===== config.mk =====
export PLATFORM = sky130hd
export DESIGN_NAME = bias_sram_reader_flat
export DESIGN_NICKNAME = d
export VERILOG_FILES = /design/src/rtl/bias_sram_reader_pkg.sv /design/src/rtl/bias_sram_reader_if.sv /design/src/rtl/bias_sram_reader_fifo.sv /design/src/rtl/bias_sram_reader.sv /design/src/flat_wrapper.sv
export SDC_FILE = /design/constraint.sdc
export NUM_CORES = 1
export LEC_CHECK = 0
export ABC_AREA = 1
export CORE_MARGIN = 5
export CORE_UTILIZATION = 60
export CTS_CLUSTER_SIZE = 20
export DETAILED_ROUTE_END_ITERATION = 7
export DONT_BUFFER_PORTS = 1
export PLACE_DENSITY = 0.85
export SLEW_MARGIN = 5
export SYNTH_ARGS = -nofsm -noshare
export SYNTH_HDL_FRONTEND = slang
export SYNTH_SLANG_ARGS = --single-unit

===== constraint.sdc =====
create_clock -name clk -period 6 [get_ports clk]
set_clock_uncertainty 0.05 [all_clocks]
set_input_delay 0.9 -clock clk [delete_from_list [all_inputs] [get_ports clk]]
set_output_delay 0.9 -clock clk [all_outputs]
set_load 0.01 [all_outputs]

===== src/rtl/bias_sram_reader_pkg.sv =====
// Shared types and constants for the bias SRAM reader and its SRAM port.
package bias_rd_pkg;

  typedef enum logic [1:0] {
    IDLE,
    FETCH,
    DRAIN
  } bias_rd_state_t;

  localparam int BIAS_ADDR_W     = 9;
  localparam int BIAS_DATA_W     = 32;
  localparam int BIAS_DEPTH      = 384;
  localparam int BIAS_FIFO_DEPTH = 2;

endpackage


===== src/rtl/bias_sram_reader_if.sv =====
// Single-port SRAM bus. W_req is an active-low write enable (WEB style);
// R_data is valid the cycle after a cs/oe read cycle.
interface sp_ram_intf
  import bias_rd_pkg::*;
#(
  parameter int ADDR_W = BIAS_ADDR_W,
  parameter int DATA_W = BIAS_DATA_W
);

  logic              cs;
  logic              oe;
  logic [ADDR_W-1:0] addr;
  logic              W_req;
  logic [DATA_W-1:0] W_data;
  logic [DATA_W-1:0] R_data;

  modport compute (
    output cs, oe, addr, W_req, W_data,
    input  R_data
  );

  modport memory (
    input  cs, oe, addr, W_req, W_data,
    output R_data
  );

endinterface


===== src/rtl/bias_sram_reader_fifo.sv =====
// Small synchronous FIFO that absorbs the SRAM read latency. Pops on an
// empty FIFO and pushes on a full FIFO without a same-cycle pop are ignored.
module bias_rd_fifo
  import bias_rd_pkg::*;
#(
  parameter int FIFO_DEPTH = BIAS_FIFO_DEPTH,
  parameter int DATA_W     = BIAS_DATA_W,
  localparam int CNT_W     = $clog2(FIFO_DEPTH + 1),
  localparam int PTR_W     = (FIFO_DEPTH > 1) ? $clog2(FIFO_DEPTH) : 1
)(
  input  logic              clk,
  input  logic              rst,
  input  logic              push,
  input  logic [DATA_W-1:0] push_data,
  input  logic              pop,
  output logic [DATA_W-1:0] head,
  output logic              empty,
  output logic [CNT_W-1:0]  count
);

  localparam logic [CNT_W-1:0] FULL     = CNT_W'(FIFO_DEPTH);
  localparam logic [PTR_W-1:0] PTR_LAST = PTR_W'(FIFO_DEPTH - 1);

  logic [DATA_W-1:0] store_q [FIFO_DEPTH];
  logic [PTR_W-1:0]  wrPtr_q;
  logic [PTR_W-1:0]  rdPtr_q;
  logic [CNT_W-1:0]  count_q;
  logic              doPush;
  logic              doPop;

  assign doPop  = pop && (count_q != '0);
  assign doPush = push && ((count_q != FULL) || doPop);
  assign head   = store_q[rdPtr_q];
  assign empty  = (count_q == '0);
  assign count  = count_q;

  // Storage, ring pointers and occupancy; a simultaneous push and pop keeps
  // the count and preserves ordering because the pointers move independently.
  always_ff @(posedge clk or posedge rst) begin
    if (rst) begin
      for (int i = 0; i < FIFO_DEPTH; i++) begin
        store_q[i] <= '0;
      end
      wrPtr_q <= '0;
      rdPtr_q <= '0;
      count_q <= '0;
    end else begin
      if (doPush) begin
        store_q[wrPtr_q] <= push_data;
        wrPtr_q <= (wrPtr_q == PTR_LAST) ? '0 : wrPtr_q + PTR_W'(1);
      end
      if (doPop) begin
        rdPtr_q <= (rdPtr_q == PTR_LAST) ? '0 : rdPtr_q + PTR_W'(1);
      end
      case ({doPush, doPop})
        2'b10:   count_q <= count_q + CNT_W'(1);
        2'b01:   count_q <= count_q - CNT_W'(1);
        default: count_q <= count_q;
      endcase
    end
  end

endmodule


===== src/rtl/bias_sram_reader.sv =====
// Reads a range of bias words from the bias SRAM and streams them out on a
// valid/ready interface. Reads are credit-gated against the output FIFO so
// a word returning from the SRAM always has a slot to land in.
module bias_sram_reader
  import bias_rd_pkg::*;
#(
  parameter int ADDR_W     = BIAS_ADDR_W,
  parameter int DATA_W     = BIAS_DATA_W,
  parameter int DEPTH      = BIAS_DEPTH,
  parameter int FIFO_DEPTH = BIAS_FIFO_DEPTH
)(
  input  logic              clk,
  input  logic              rst,
  input  logic              start,
  input  logic [ADDR_W-1:0] base_addr,
  input  logic [ADDR_W-1:0] word_cnt,
  output logic              busy,
  output logic              done,
  output logic              err,
  output logic [DATA_W-1:0] bias_data,
  output logic              bias_valid,
  input  logic              bias_ready,
  sp_ram_intf.compute       mem
);

  localparam int CNT_W = $clog2(FIFO_DEPTH + 1);
  localparam logic [CNT_W:0]    FIFO_LIMIT = (CNT_W + 1)'(FIFO_DEPTH);
  localparam logic [ADDR_W:0]   DEPTH_LIM  = (ADDR_W + 1)'(DEPTH);
  localparam logic [ADDR_W-1:0] ADDR_ONE   = ADDR_W'(1);

  bias_rd_state_t    state_q;
  logic [ADDR_W-1:0] nextAddr_q;
  logic [ADDR_W-1:0] lastAddr_q;
  logic [ADDR_W-1:0] remaining_q;
  logic              inflight_q;
  logic              busy_q;
  logic              done_q;
  logic              err_q;

  logic [CNT_W-1:0]  fifoCount;
  logic              fifoEmpty;
  logic              pop;
  logic              issue;
  logic              drainDone;
  logic [CNT_W:0]    occupancy;
  logic [ADDR_W:0]   endAddr;

  assign bias_valid = ~fifoEmpty;
  assign pop        = bias_valid & bias_ready;
  assign occupancy  = {1'b0, fifoCount} + {{CNT_W{1'b0}}, inflight_q}
                    - {{CNT_W{1'b0}}, pop};
  assign issue      = (state_q == FETCH) && (remaining_q != '0)
                    && (occupancy < FIFO_LIMIT);
  assign drainDone  = (state_q == DRAIN) && !inflight_q && (occupancy == '0);
  assign endAddr    = {1'b0, base_addr} + {1'b0, word_cnt};

  assign mem.cs     = issue;
  assign mem.oe     = issue;
  assign mem.addr   = issue ? nextAddr_q : lastAddr_q;
  assign mem.W_req  = 1'b1;
  assign mem.W_data = '0;

  assign busy = busy_q;
  assign done = done_q;
  assign err  = err_q;

  bias_rd_fifo #(
    .FIFO_DEPTH (FIFO_DEPTH),
    .DATA_W     (DATA_W)
  ) uFifo (
    .clk       (clk),
    .rst       (rst),
    .push      (inflight_q),
    .push_data (mem.R_data),
    .pop       (pop),
    .head      (bias_data),
    .empty     (fifoEmpty),
    .count     (fifoCount)
  );

  // Command acceptance, read sequencing and completion, all outputs registered.
  always_ff @(posedge clk or posedge rst) begin
    if (rst) begin
      state_q     <= IDLE;
      nextAddr_q  <= '0;
      lastAddr_q  <= '0;
      remaining_q <= '0;
      inflight_q  <= 1'b0;
      busy_q      <= 1'b0;
      done_q      <= 1'b0;
      err_q       <= 1'b0;
    end else begin
      done_q     <= 1'b0;
      err_q      <= 1'b0;
      inflight_q <= issue;
      if (issue) begin
        lastAddr_q  <= nextAddr_q;
        nextAddr_q  <= nextAddr_q + ADDR_ONE;
        remaining_q <= remaining_q - ADDR_ONE;
      end
      case (state_q)
        IDLE: begin
          if (start) begin
            if (word_cnt == '0) begin
              done_q <= 1'b1;
            end else if (endAddr > DEPTH_LIM) begin
              err_q <= 1'b1;
            end else begin
              nextAddr_q  <= base_addr;
              remaining_q <= word_cnt;
              busy_q      <= 1'b1;
              state_q     <= FETCH;
            end
          end
        end
        FETCH: begin
          if (issue && (remaining_q == ADDR_ONE)) begin
            state_q <= DRAIN;
          end
        end
        DRAIN: begin
          if (drainDone) begin
            done_q  <= 1'b1;
            busy_q  <= 1'b0;
            state_q <= IDLE;
          end
        end
        default: state_q <= IDLE;
      endcase
    end
  end

endmodule


===== src/flat_wrapper.sv =====
// flat-port wrapper written by rule: the top's interface ports become plain ports
module bias_sram_reader_flat import bias_rd_pkg::*;
#(
  parameter int ADDR_W     = BIAS_ADDR_W,
  parameter int DATA_W     = BIAS_DATA_W,
  parameter int DEPTH      = BIAS_DEPTH,
  parameter int FIFO_DEPTH = BIAS_FIFO_DEPTH
)
  (clk, rst, start, base_addr, word_cnt, busy, done, err, bias_data, bias_valid, bias_ready, mem_cs, mem_oe, mem_addr, mem_W_req, mem_W_data, mem_R_data);
  sp_ram_intf #(.ADDR_W(ADDR_W), .DATA_W(DATA_W)) mem_i ();
  input  logic clk;
  input  logic rst;
  input  logic start;
  input  logic [ADDR_W-1:0] base_addr;
  input  logic [ADDR_W-1:0] word_cnt;
  output logic busy;
  output logic done;
  output logic err;
  output logic [DATA_W-1:0] bias_data;
  output logic bias_valid;
  input  logic bias_ready;
  output wire logic [$bits(mem_i.cs)-1:0] mem_cs;
  output wire logic [$bits(mem_i.oe)-1:0] mem_oe;
  output wire logic [$bits(mem_i.addr)-1:0] mem_addr;
  output wire logic [$bits(mem_i.W_req)-1:0] mem_W_req;
  output wire logic [$bits(mem_i.W_data)-1:0] mem_W_data;
  input wire logic [$bits(mem_i.R_data)-1:0] mem_R_data;
  assign mem_cs = mem_i.cs;
  assign mem_oe = mem_i.oe;
  assign mem_addr = mem_i.addr;
  assign mem_W_req = mem_i.W_req;
  assign mem_W_data = mem_i.W_data;
  assign mem_i.R_data = mem_R_data;
  bias_sram_reader #(.ADDR_W(ADDR_W), .DATA_W(DATA_W), .DEPTH(DEPTH), .FIFO_DEPTH(FIFO_DEPTH)) u_core (.clk(clk), .rst(rst), .start(start), .base_addr(base_addr), .word_cnt(word_cnt), .busy(busy), .done(done), .err(err), .bias_data(bias_data), .bias_valid(bias_valid), .bias_ready(bias_ready), .mem(mem_i));
endmodule

==> metrics.md, run 1 <==
| Metric | Value |
|---|---|
| Outcome | complete, no violations |
| Clk_lat worst skew | ~360 ps |
| Portion of total power attributed to combinational logic | 45.6% |
| Nets@finish | roughly 740 |
| Most instantiated library cell after synthesis | sky130_fd_sc_hd__nand2_1 |
| Sequential cell area fraction in the yosys report | 44.92% |
| Area of the placeable core | just over 9000 um^2 |
| Sw Ratio | approximately 45% |
| Start of the worst register-to-register path | u_core.uFifo.count[1]$_DFFE_PP0P_ |
| Number of clock sinks | a little over 100 |
| Total via count after detailed routing | 4,069 |
| Syn_area_per_cell | 8.287 um^2 |
| Die height | about 110 um |
| Crit path max fanout | 29 |
| Final estimated routing congestion in global placement | 0.8886 |
| Crit Path Category | reg -> out |
| Number of synthesized register bits | just over 100 |
| IO Count | 134 |
| Maximum clock frequency | 218.6 MHz |
| Number of buffers on the longest clock path | 2 |
| Clock transition at the registers of the reported paths | 100 ps |
| Initial antenna violation count | 0 |
| Antenna diode count | 0 |
| Drt pass-1 iters | 4 |
| Number of global-route vias before repair | between 4,000 and 5,000 |
| Area of the multi-input gates | 2482 um^2 |
| Amount of wire on met3 after detailed routing | 669 um |
| Hold Vio Cnt, Final | 0 |
| Horiz. Die Dim | 106.8 um |
| Drt total wl | 11,280 um |
| Port Buffer Count | 0 |
| Net switching component of the power | ~1.3 mW |
| Portion of total power attributed to the clock network | ~15% |
| Most used cell along the critical path | sky130_fd_sc_hd__inv_1 |
| Top post-synthesis cells by area | sky130_fd_sc_hd__dfrtp_1 45%, sky130_fd_sc_hd__nand2_1 12%, sky130_fd_sc_hd__mux2_2 6.4% |
| Largest net degree at the start of global routing | 66 |
| Unique masters post-synth | 32 |
| Post-route insts no fill | 780 |
| Final worst path period need | 4574 ps |
| Fillers | between 700 and 800 |
| Vias per cell | 5.217 |
| Met2 routed WL | 5670 um |
| Initial core utilization | 61.18% |
| Type of the tightest min-delay check | in -> async |
| Share of layout cells above drive strength 1 | 10.01% |
| Yosys warnings | 0 |
| Total routed wire length on the met1 layer | 4838 um |
| TritonCTS clock tree | done |
| CP top delay family | simple AND/OR/NAND/NOR gates |
| Number of failing setup endpoints in the final timing report | 0 |
| Floorplan die area | 11,410 um^2 |
| Leakage | 3.027 nW |
| Max transition margin | 27.48% |
| Final routed DRC violation total | 0 |
| Sequential fraction of design power | between 30% and 40% |
| Total overflow reported by the global router | 0 |
| Critical Path Source Type | flop |
| Layout Area Growth over Synthesis | 1.512% |
| Synth area leader | sky130_fd_sc_hd__dfrtp_1 |
| Arrival @ worst endpoint | 3620 ps |
| P per Cell Area | 515.4 nW/um^2 |
| Main flop type after synthesis | sky130_fd_sc_hd__dfrtp_1 |
| Cell count after placement | about 760 |
| Post-synthesis instance area | 5627 um^2 |
| Flop2flop setup slack | 2260 ps |
| Number of setup buffers added after CTS | 0 |
| ANT nets after route | 0 |
| Worst path cell trace | inv_1, nand2_2, nand2_2, inv_1, ha_1, inv_1, ha_1, inv_1, fa_1, nand3_1, nor2_1, nand2_1, o21ai_0 |
| Slew at the pin closest to its max-slew limit | 1088 ps |
| Uppermost signal routing layer after detailed routing | met4 |
| Starting DRC count in detailed routing | 270 |
| Fraction of the cycle the final worst path needs | about three quarters |
| H-Tree Depth | 3 |
| CTS buffer count | 9 |
| FF+latch area | 2527 um^2 |
| Sum of negative setup slack | 0 ps |
| PostCTS Resize Cnt | 0 |
| Worst path max stage delay | 670 ps |
| Average routed wire per standard cell | between 10 and 15 um |
| Total half-perimeter wirelength after legalization and detailed placement | 8443 um |
| R2R cell count | 17 |
| Proportion of netlist area held by the largest area contributor | 44.92% |
| Gate count of the mapped netlist | between 600 and 700 |
| Number of enable-type register cells in the synthesized netlist | 0 |
| Number of standard-cell rows in the floorplan | 35 |
| Wire length of the first global-routing pass | 19,040 um |
| Fraction of registers with async set or reset after synthesis | 100.0% |
| Crit path max-delay cell type | sky130_fd_sc_hd__o21ai_0 |
| Data required time at the worst endpoint | 5050 ps |
| Peak VDD IR | between 0.2 and 0.25 mV |
| Total of hold buffers inserted after clock tree synthesis | 0 |
| Element type at the critical path end | output port |
| Clk Tree Root Cell | sky130_fd_sc_hd__clkbuf_8 |
| Number of pins with negative max-slew slack in the final report | 0 |
| Setup repair after global routing missed its margin | no |
| Max capacitance violation total | 0 |
| Worst path bufs/invs | 4 |
| Cell internal power dissipation | 1.628 mW |
| Worst R2R End | u_core.nextAddr_q[3]$_DFF_PP0_ |
| Synth top cells by count | 184 x sky130_fd_sc_hd__nand2_1, 101 x sky130_fd_sc_hd__dfrtp_1, 84 x sky130_fd_sc_hd__inv_1 |
| Tot GR Track Use | 20.37% |
[cell type report]
type                            count  area share (%)
Inverter                           88           5.871
Clock buffer                        9           2.169
Multi-Input combinational cell    462           43.46
Clock inverter                      7           1.555
Sequential cell                   101           44.25
Tap cell                          111           2.432
Timing Repair Buffer                2          0.2629
[placed cells by master (no fill, tap or decap), types with 2 or more instances in the layout]
cell / instances
sky130_fd_sc_hd__clkbuf_8: 9
sky130_fd_sc_hd__inv_4: 2
sky130_fd_sc_hd__nand4_1: 7
sky130_fd_sc_hd__nand2_1: 183
sky130_fd_sc_hd__conb_1: 33
sky130_fd_sc_hd__a21oi_1: 4
sky130_fd_sc_hd__ha_1: 15
sky130_fd_sc_hd__nand2_2: 5
sky130_fd_sc_hd__o21ai_1: 21
sky130_fd_sc_hd__xor2_1: 15
sky130_fd_sc_hd__inv_1: 83
sky130_fd_sc_hd__or2_2: 2
sky130_fd_sc_hd__clkinv_8: 3
sky130_fd_sc_hd__nand3_1: 40
sky130_fd_sc_hd__xnor2_1: 2
sky130_fd_sc_hd__inv_2: 3
sky130_fd_sc_hd__o21ai_0: 63
sky130_fd_sc_hd__nand3b_1: 2
sky130_fd_sc_hd__mux2_2: 32
sky130_fd_sc_hd__inv_8: 2
sky130_fd_sc_hd__nor2_1: 24
sky130_fd_sc_hd__fa_1: 2
sky130_fd_sc_hd__dfrtp_1: 101
sky130_fd_sc_hd__buf_4: 2
sky130_fd_sc_hd__nor3_1: 6
[metrics by stage]
| step | worst slack (ps) | cell area (um^2) | hold WS (ps) | power, mW | utilization [%] |
|---|---|---|---|---|---|
| 5_1_grt | 1139 | 5712 | 379.2 | 3.216 | 62.11 |
| 3_3_place_gp | 1709 | 5499 | 410.6 | 2.450 | 59.80 |
| 6_report | 1426 | 5712 | 363.7 | 2.944 | 62.11 |
| 3_5_place_dp | 1579 | 5499 | 419.5 | 2.524 | 59.80 |
| 4_1_cts | 1383 | 5712 | 362.4 | 2.967 | 62.11 |
| 2_1_floorplan | 2319 | 5743 | 397.6 | 2.321 | - |
[flip-flops by register name, summed over array words and instances (netlist names)]
register and count:
u_core.err 1, u_core.uFifo.rdPtr_q 1, u_core.uFifo.wrPtr_q 1, u_core.nextAddr_q 9, u_core.uFifo.count 2, u_core.inflight_q 1
u_core.done 1, u_core.busy 1, u_core.uFifo.store_q 64, u_core.state_q 2, u_core.remaining_q 9, u_core.lastAddr_q 9
[worst max-delay path by stage]
stage / slack [ps] / from / end / cells after the start
after floorplan: 2320 / bias_ready / mem_addr[0] / 12
after global placement: 1710 / bias_ready / mem_addr[6] / 11
after detailed placement: 1580 / bias_ready / mem_addr[7] / 11
after CTS: 1380 / u_core.uFifo.count[1]$_DFFE_PP0P_ / mem_addr[7] / 13
after global routing: 1140 / u_core.uFifo.count[1]$_DFFE_PP0P_ / mem_addr[7] / 13
final: 1430 / u_core.uFifo.count[1]$_DFFE_PP0P_ / mem_addr[1] / 13
[logic make-up after synthesis]
family / count (synthesis) / synth area share, %
other: 2 / 0.1335
AND/OR/NAND/NOR: 274 / 20.79
multiplexers: 32 / 6.404
AO/OA/AOI/OAI: 89 / 7.983
XOR/XNOR: 17 / 2.646
adder cells (fa/ha/maj): 17 / 4.047
flip-flops: 101 / 44.92
buffers and inverters: 147 / 13.08
[power groups by stage]
stage | Clock (mW) | Combinational, mW | Sequential, mW
floorplan | 0 | 1.19 | 1.13
CTS | 0.443 | 1.36 | 1.17
finish | 0.430 | 1.34 | 1.17
detailed placement | 0 | 1.34 | 1.18
global route | 0.476 | 1.53 | 1.21
global placement | 0 | 1.29 | 1.16
[per-layer routing]
layer	up-vias	track usage (%)
li1	2053	-
met1	1904	25.83
met2	102	34.76
met3	10	5.358
met4	0	5.205
met5	-	0
Note: power is estimated with default switching activity, not from simulation.
==> inputs of run 2 (changes only) <==
Settings changed: ABC_AREA 1 to 0, CORE_UTILIZATION 60 to 58.
Clock period 6 ns to 4.1 ns, I/O delays scaled along.
==> run 2 against run 1 <==
Effect of this change: combinational power grew 68%; global-route usage shrank 1.2 points; worst setup slack lost 1200 ps; synthesized cell count shrank 34%; routed wire length shrank 5.6%; count of clock-buffer cells in the layout grew 1; highest routed layer unchanged; critical endpoint unchanged; critical path depth grew 1; largest power group unchanged.
==> metrics.md, run 2 <==
| Metric | Value |
|---|---|
| Outcome | complete, no violations |
| Worst path max stage delay | roughly 400 ps |
| Sum of negative setup slack | 0 ps |
| Drt pass-1 iters | 4 |
| Crit Path Category | reg -> out |
| Total half-perimeter wirelength after legalization and detailed placement | 7881 um |
| Total overflow reported by the global router | 0 |
| Tot GR Track Use | 19.13% |
| Number of clock sinks | 101 |
| Max reg flops | 64 |
| Fraction of registers with async set or reset after synthesis | between 90% and 100% |
| Syn_area_per_cell | 12.07 um^2 |
| Unique masters post-synth | 52 |
| Starting DRC count in detailed routing | 148 |
| Initial core utilization | 58.84% |
| Type of the tightest min-delay check | in -> async |
| Cell count after placement | 544 |
| Number of global-route vias before repair | approximately 3,400 |
| Layout Area Growth over Synthesis | 3.857% |
| Commonest cells after routing, fill and taps aside | 106 x sky130_fd_sc_hd__mux2_2, 101 x sky130_fd_sc_hd__dfrtp_1, 33 x sky130_fd_sc_hd__nand2_1, 33 x sky130_fd_sc_hd__conb_1 |
| Clock transition at the registers of the reported paths | ~100 ps |
| CTS buffer count | 9 |
| Post-synthesis instance area | roughly 5400 um^2 |
| Total power consumption of the routed design | around 4.7 mW |
| Fraction of the cycle the final worst path needs | 94.68% |
| IO Count | 134 |
| Hold Slack | 260.5 ps |
| Critical Path Source Type | flop |
| Horiz. Die Dim | 106.4 um |
| Maximum clock frequency | approximately 260 MHz |
| Synth top cells by count | 106 x sky130_fd_sc_hd__mux2_2, 101 x sky130_fd_sc_hd__dfrtp_1, 36 x sky130_fd_sc_hd__nand2_1 |
| Clk Tree Root Cell | sky130_fd_sc_hd__clkbuf_8 |
| H-Tree Depth | 3 |
| Floorplan die area | about 11,000 um^2 |
| Final routed DRC violation total | 0 |
| Port Buffer Count | 0 |
| Number of buffers on the longest clock path | 2 |
| Flop2flop setup slack | 610 ps |
| Setup repair after global routing missed its margin | no |
| TritonCTS clock tree | done |
| Sequential cell area fraction in the yosys report | 46.93% |
| Final estimated routing congestion in global placement | 0.8049 |
| Worst path bufs/invs | 3 |
| Number of failing setup endpoints in the final timing report | 0 |
| Yosys warnings | 0 |
| Slew at the pin closest to its max-slew limit | 941.8 ps |
| Most used cell along the critical path | sky130_fd_sc_hd__nand2_1 |
| Post-route insts no fill | 562 |
| Hold Vio Cnt, Final | 0 |
| Element type at the critical path end | output port |
| Total of hold buffers inserted after clock tree synthesis | 0 |
| Leakage | 2.470 nW |
| Vias per cell | 5.715 |
| Largest net degree at the start of global routing | 78 |
| Synth area leader | sky130_fd_sc_hd__dfrtp_1 |
| Number of pins with negative max-slew slack in the final report | 0 |
| P per Cell Area | between 800 and 900 nW/um^2 |
| ANT nets after route | 0 |
| Main flop type after synthesis | sky130_fd_sc_hd__dfrtp_1 |
| Arrival @ worst endpoint | 3220 ps |
| Post-route cell area | 5593 um^2 |
| Clk_lat worst skew | 370 ps |
| Data required time at the worst endpoint | between 3000 and 4000 ps |
| Number of synthesized register bits | a little over 100 |
| Peak VDD IR | 0.7145 mV |
| Average routed wire per standard cell | approximately 19 um |
| Max transition margin | 37.21% |
| CP top delay family | simple AND/OR/NAND/NOR gates |
| Area of the multi-input gates | around 2600 um^2 |
| Register with the most flip-flops | u_core.uFifo.store_q |
| Total via count after detailed routing | 3,212 |
| Share of layout cells above drive strength 1 | between 30% and 40% |
| Max capacitance violation total | 0 |
| Proportion of netlist area held by the largest area contributor | 46.93% |
| Wire length of the first global-routing pass | 17,310 um |
| Crit path max-delay cell type | sky130_fd_sc_hd__dfrtp_1 |
| Crit path max fanout | 18 |
| Top post-synthesis cells by area | sky130_fd_sc_hd__dfrtp_1 47%, sky130_fd_sc_hd__mux2_2 22%, sky130_fd_sc_hd__buf_4 4.7% |
| Number of standard-cell rows in the floorplan | 35 |
| Antenna diode count | 0 |
| Worst path cell trace | or2_4, and2_4, ha_1, inv_1, ha_1, inv_1, fa_1, xnor2_1, nand2_1, or2_2, a21o_4, buf_6, nand2_1, nand2_1 |
| Initial antenna violation count | 0 |
| Fillers | 713 |
| Gate count of the mapped netlist | 446 |
| Die height | between 100 and 150 um |
| Most instantiated library cell after synthesis | sky130_fd_sc_hd__mux2_2 |
| Final worst path period need | 3882 ps |
| Drt total wl | about 11,000 um |
| Area of the placeable core | between 9000 and 10,000 um^2 |
| Nets@finish | 517 |
| Number of enable-type register cells in the synthesized netlist | 0 |
| Commonest non-fill, non-tap cell in the layout | sky130_fd_sc_hd__mux2_2 |
| FF+latch area | 2527 um^2 |
| Area after detailed placement | 5363 um^2 |
==> run 2: cell count changes after synthesis, moves of 15 or more <==
cell	previous run	this run
sky130_fd_sc_hd__nand3_1	40	8
sky130_fd_sc_hd__o21ai_1	21	0
sky130_fd_sc_hd__nor2_1	24	9
sky130_fd_sc_hd__nand2_1	184	36
sky130_fd_sc_hd__inv_1	84	12
sky130_fd_sc_hd__o21ai_0	63	5
sky130_fd_sc_hd__mux2_2	32	106
==> run 2: routing by layer <==
layer	GRT usage (%)	routed length, um	up-vias
li1	-	-	1495
met1	23.06	4176	1605
met2	33.12	5499	102
met3	7.043	895	10
met4	3.515	78	0
met5	0	0	-
==> run 2: logic make-up after synthesis <==
logic type / count (synthesis) / share of synthesized area (%)
simple gates: 87 / 7.900
compound gates: 34 / 4.810
xor+xnor: 24 / 3.904
buf+inv: 64 / 7.133
flops: 101 / 46.93
other cells: 2 / 0.1395
mux: 117 / 24.95
fa+ha+maj: 17 / 4.229
==> run 2: area by class of cell <==
type / instances / area share (%)
clock buffer: 10 / 2.461
clock inverter: 6 / 0.9172
inverter: 13 / 1.007
multi-input combinational: 312 / 46.71
sequential: 101 / 45.19
tap: 111 / 2.483
timing repair buffer: 8 / 1.141
timing repair inverter: 1 / 0.08949
==> run 2: path summary, 6_finish.rpt <==
| path | end | cells after the start | from |
|---|---|---|---|
| setup reg to reg | u_core.nextAddr_q[8]$_DFF_PP0_ | 15 | u_core.uFifo.count[0]$_DFFE_PP0P_ |
| min in group clk | u_core.err$_DFF_PP0_ | 2 | start |
| hold / removal | u_core.nextAddr_q[4]$_DFF_PP0_ | 1 | rst |
| setup / recovery | mem_addr[1] | 14 | u_core.uFifo.count[0]$_DFFE_PP0P_ |
| hold reg to reg | u_core.uFifo.store_q[53]$_DFFE_PP0P_ | 1 | u_core.uFifo.store_q[53]$_DFFE_PP0P_ |
| max in group asynchronous | u_core.uFifo.store_q[4]$_DFFE_PP0P_ | 2 | rst |
==> run 2: per-stage QoR <==
stage	util, %	worst slack, ps
2_1_floorplan	-	159.1
3_3_place_gp	58.59	350.9
3_5_place_dp	58.59	262.3
4_1_cts	60.79	29.64
5_1_grt	61.11	35.14
6_report	61.11	218.1
==> run 2: timing repair <==
item	4_1_cts	5_1_grt
pin swaps	0	0
setup buffers	1	0
cloned	0	1
endpoints found under the hold margin	0	0
setup endpoints to repair	10	10
resized for setup	2	8
==> run 2: power by group <==
part / leakage (nW) / switching (mW) / internal (mW)
logic: 1.18 / 1.15 / 1.10
registers: 1.19 / 0.328 / 1.50
clock network: 0.0996 / 0.349 / 0.248
total: 2.47 / 1.83 / 2.85
==> inputs of run 3 (changes only) <==
Settings changed: CORE_ASPECT_RATIO set to 1.75, PLACE_DENSITY 0.85 to 0.73.
==> run 3 against run 2 <==
Effect of this change: sequential power hardly changed; combinational power barely moved; worst hold slack improved by 62 ps; critical endpoint is now mem_addr[5]; routed wire length is 1.7% higher; cell area rose by 2.2%; flip-flop and latch count stayed put; worst setup slack got worse by 28 ps; highest routed layer unchanged; largest power group unchanged.
==> metrics.md, run 3 (synthesis gave the netlist of run 2 again) <==
| Metric | Value |
|---|---|
| Worst path cell trace | or2_2, and2_4, ha_1, inv_1, ha_1, inv_1, fa_1, xnor2_1, nand2_1, or2_2, a21o_4, buf_6, nand2_1, nand2_1 |
| Peak VDD IR | about 0.44 mV |
| Horiz. Die Dim | between 80 and 90 um |
| Arrival @ worst endpoint | 3240 ps |
| Number of pins with negative max-slew slack in the final report | 0 |
| Outcome | complete, no violations |
| Antenna diode count | 0 |
| Tot GR Track Use | 18.13% |
| Clk_lat worst skew | 330 ps |
| Setup repair after global routing missed its margin | no |
| Die height | 137.5 um |
| Commonest cells after routing, fill and taps aside | 106 x sky130_fd_sc_hd__mux2_2, 101 x sky130_fd_sc_hd__dfrtp_1, 34 x sky130_fd_sc_hd__nand2_1 |
| Total of hold buffers inserted after clock tree synthesis | 0 |
| Total overflow reported by the global router | 0 |
| Initial core utilization | between 50% and 60% |
| TritonCTS clock tree | done |
| Crit path max-delay cell type | sky130_fd_sc_hd__dfrtp_1 |
| Hold Vio Cnt, Final | 0 |
| Max transition margin | 33.89% |
| Cell count after placement | 554 |
| Total via count after detailed routing | 3,230 |
| Max reg flops | 64 |
| Register with the most flip-flops | u_core.uFifo.store_q |
| Final worst path period need | about 4000 ps |
| Clock transition at the registers of the reported paths | about 70 ps |
| FF+latch area | 2527 um^2 |
| Setup WS post-layout | 190.0 ps |
| Commonest non-fill, non-tap cell in the layout | sky130_fd_sc_hd__mux2_2 |
| Area of the placeable core | 9094 um^2 |
| Crit Path Category | reg -> out |
| ANT nets after route | 0 |
| Worst path max stage delay | 380 ps |
| Total half-perimeter wirelength after legalization and detailed placement | 8099 um |
| Crit path max fanout | 18 |
| Floorplan die area | ~11,000 um^2 |
| Clk Tree Root Cell | sky130_fd_sc_hd__clkbuf_16 |
| Vias per cell | about 5.6 |
| Data required time at the worst endpoint | 3430 ps |
| Max capacitance violation total | 0 |
| Element type at the critical path end | output port |
| Maximum clock frequency | around 260 MHz |
| IO Count | 134 |
| Average routed wire per standard cell | 18.94 um |
| Post-route insts no fill | 572 |
| Final routed DRC violation total | 0 |
| Share of layout cells above drive strength 1 | 33.63% |
| Pre-CTS setup slack | 323.8 ps |
| Largest net degree at the start of global routing | 85 |
| Wire length of the first global-routing pass | 16,640 um |
| Layout Area Growth over Synthesis | 6.180% |
| Final estimated routing congestion in global placement | 0.8007 |
| Fillers | 749 |
| Port Buffer Count | 0 |
| Sum of negative setup slack | 0 ps |
| Fraction of the cycle the final worst path needs | 95.37% |
| Drt total wl | 10,830 um |
| Area of the multi-input gates | about 2600 um^2 |
| Number of standard-cell rows in the floorplan | 46 |
| Slew at the pin closest to its max-slew limit | ~1000 ps |
| H-Tree Depth | 3 |
| CTS buffer count | 9 |
| Starting DRC count in detailed routing | 118 |
| Number of failing setup endpoints in the final timing report | 0 |
| Number of buffers on the longest clock path | 2 |
| P per Cell Area | roughly 860 nW/um^2 |
| Number of global-route vias before repair | between 3,000 and 4,000 |
| Type of the tightest min-delay check | in -> async |
| Initial antenna violation count | 0 |
| Drt pass-1 iters | 4 |
| Nets@finish | 518 |
| Critical Path Source Type | flop |
| CP top delay family | simple AND/OR/NAND/NOR gates |
| Worst path bufs/invs | 3 |
| Leakage | ~2.5 nW |
| Number of clock sinks | 101 |
| Most used cell along the critical path | sky130_fd_sc_hd__nand2_1 |
-- run 3: worst reg2reg max path, delay by kind of cell, from the launching register on --
family	cells	cell delay, ps
AO/OA/AOI/OAI	1	220
multiplexers	1	270
AND/OR/NAND/NOR	5	1180
XOR/XNOR	2	240
adder cells (fa/ha/maj)	3	800
buffers and inverters	3	270
flip-flops	1	380
-- run 3: what timing repair did --
action	in CTS	in global routing
gates resized for setup	1	7
gates cloned	0	1
setup endpoints to repair	11	11
setup buffers	1	0
hold endpoints to repair	0	0
-- run 3: cell type report --
| cell class | count | area share, % |
|---|---|---|
| clock buffers | 10 | 4.004 |
| repair inverters | 1 | 0.08753 |
| multi-input cells | 312 | 45.60 |
| repair buffers | 9 | 1.247 |
| flip-flops and latches | 101 | 44.20 |
| clock inverters | 6 | 1.247 |
| well taps | 120 | 2.626 |
| inverters | 13 | 0.9847 |
-- run 3: metrics by stage --
stage / power (mW) / hold slack, ps / utilization, % / instance area (um^2)
finish: 4.931 / 322.8 / 62.88 / 5718
global route: 5.235 / 366.5 / 62.88 / 5718
CTS: 4.913 / 360.7 / 62.59 / 5692
detailed placement: 4.027 / 437.9 / 59.18 / 5381
global placement: 3.929 / 431.1 / 59.18 / 5381
floorplan: 3.607 / 418.0 / - / 5503
-- run 3: final timing paths --
path	from	endpoint	slack, ps	depth (start not counted)
setup / recovery	u_core.uFifo.count[0]$_DFFE_PP0P_	mem_addr[5]	190	14
hold / removal	rst	u_core.uFifo.store_q[62]$_DFFE_PP0P_	320	1
setup reg to reg	u_core.uFifo.count[0]$_DFFE_PP0P_	u_core.nextAddr_q[5]$_DFF_PP0_	590	15
hold reg to reg	u_core.uFifo.store_q[9]$_DFFE_PP0P_	u_core.uFifo.store_q[9]$_DFFE_PP0P_	450	1
max in group asynchronous	rst	u_core.nextAddr_q[1]$_DFF_PP0_	2860	2
min in group clk	start	u_core.err$_DFF_PP0_	360	2
-- run 3: layer usage --
layer	wire length [um]	GRT usage (%)
met1	3833	18.77
met2	6075	34.02
met3	657	5.147
met4	266	7.636
met5	0	0
-- run 3: power by group --
| group | switching [mW] | total, mW | internal, mW |
|---|---|---|---|
| registers | 0.322 | 1.82 | 1.50 |
| logic | 1.16 | 2.26 | 1.10 |
| clock network | 0.367 | 0.847 | 0.480 |
| total | 1.85 | 4.93 | 3.08 |
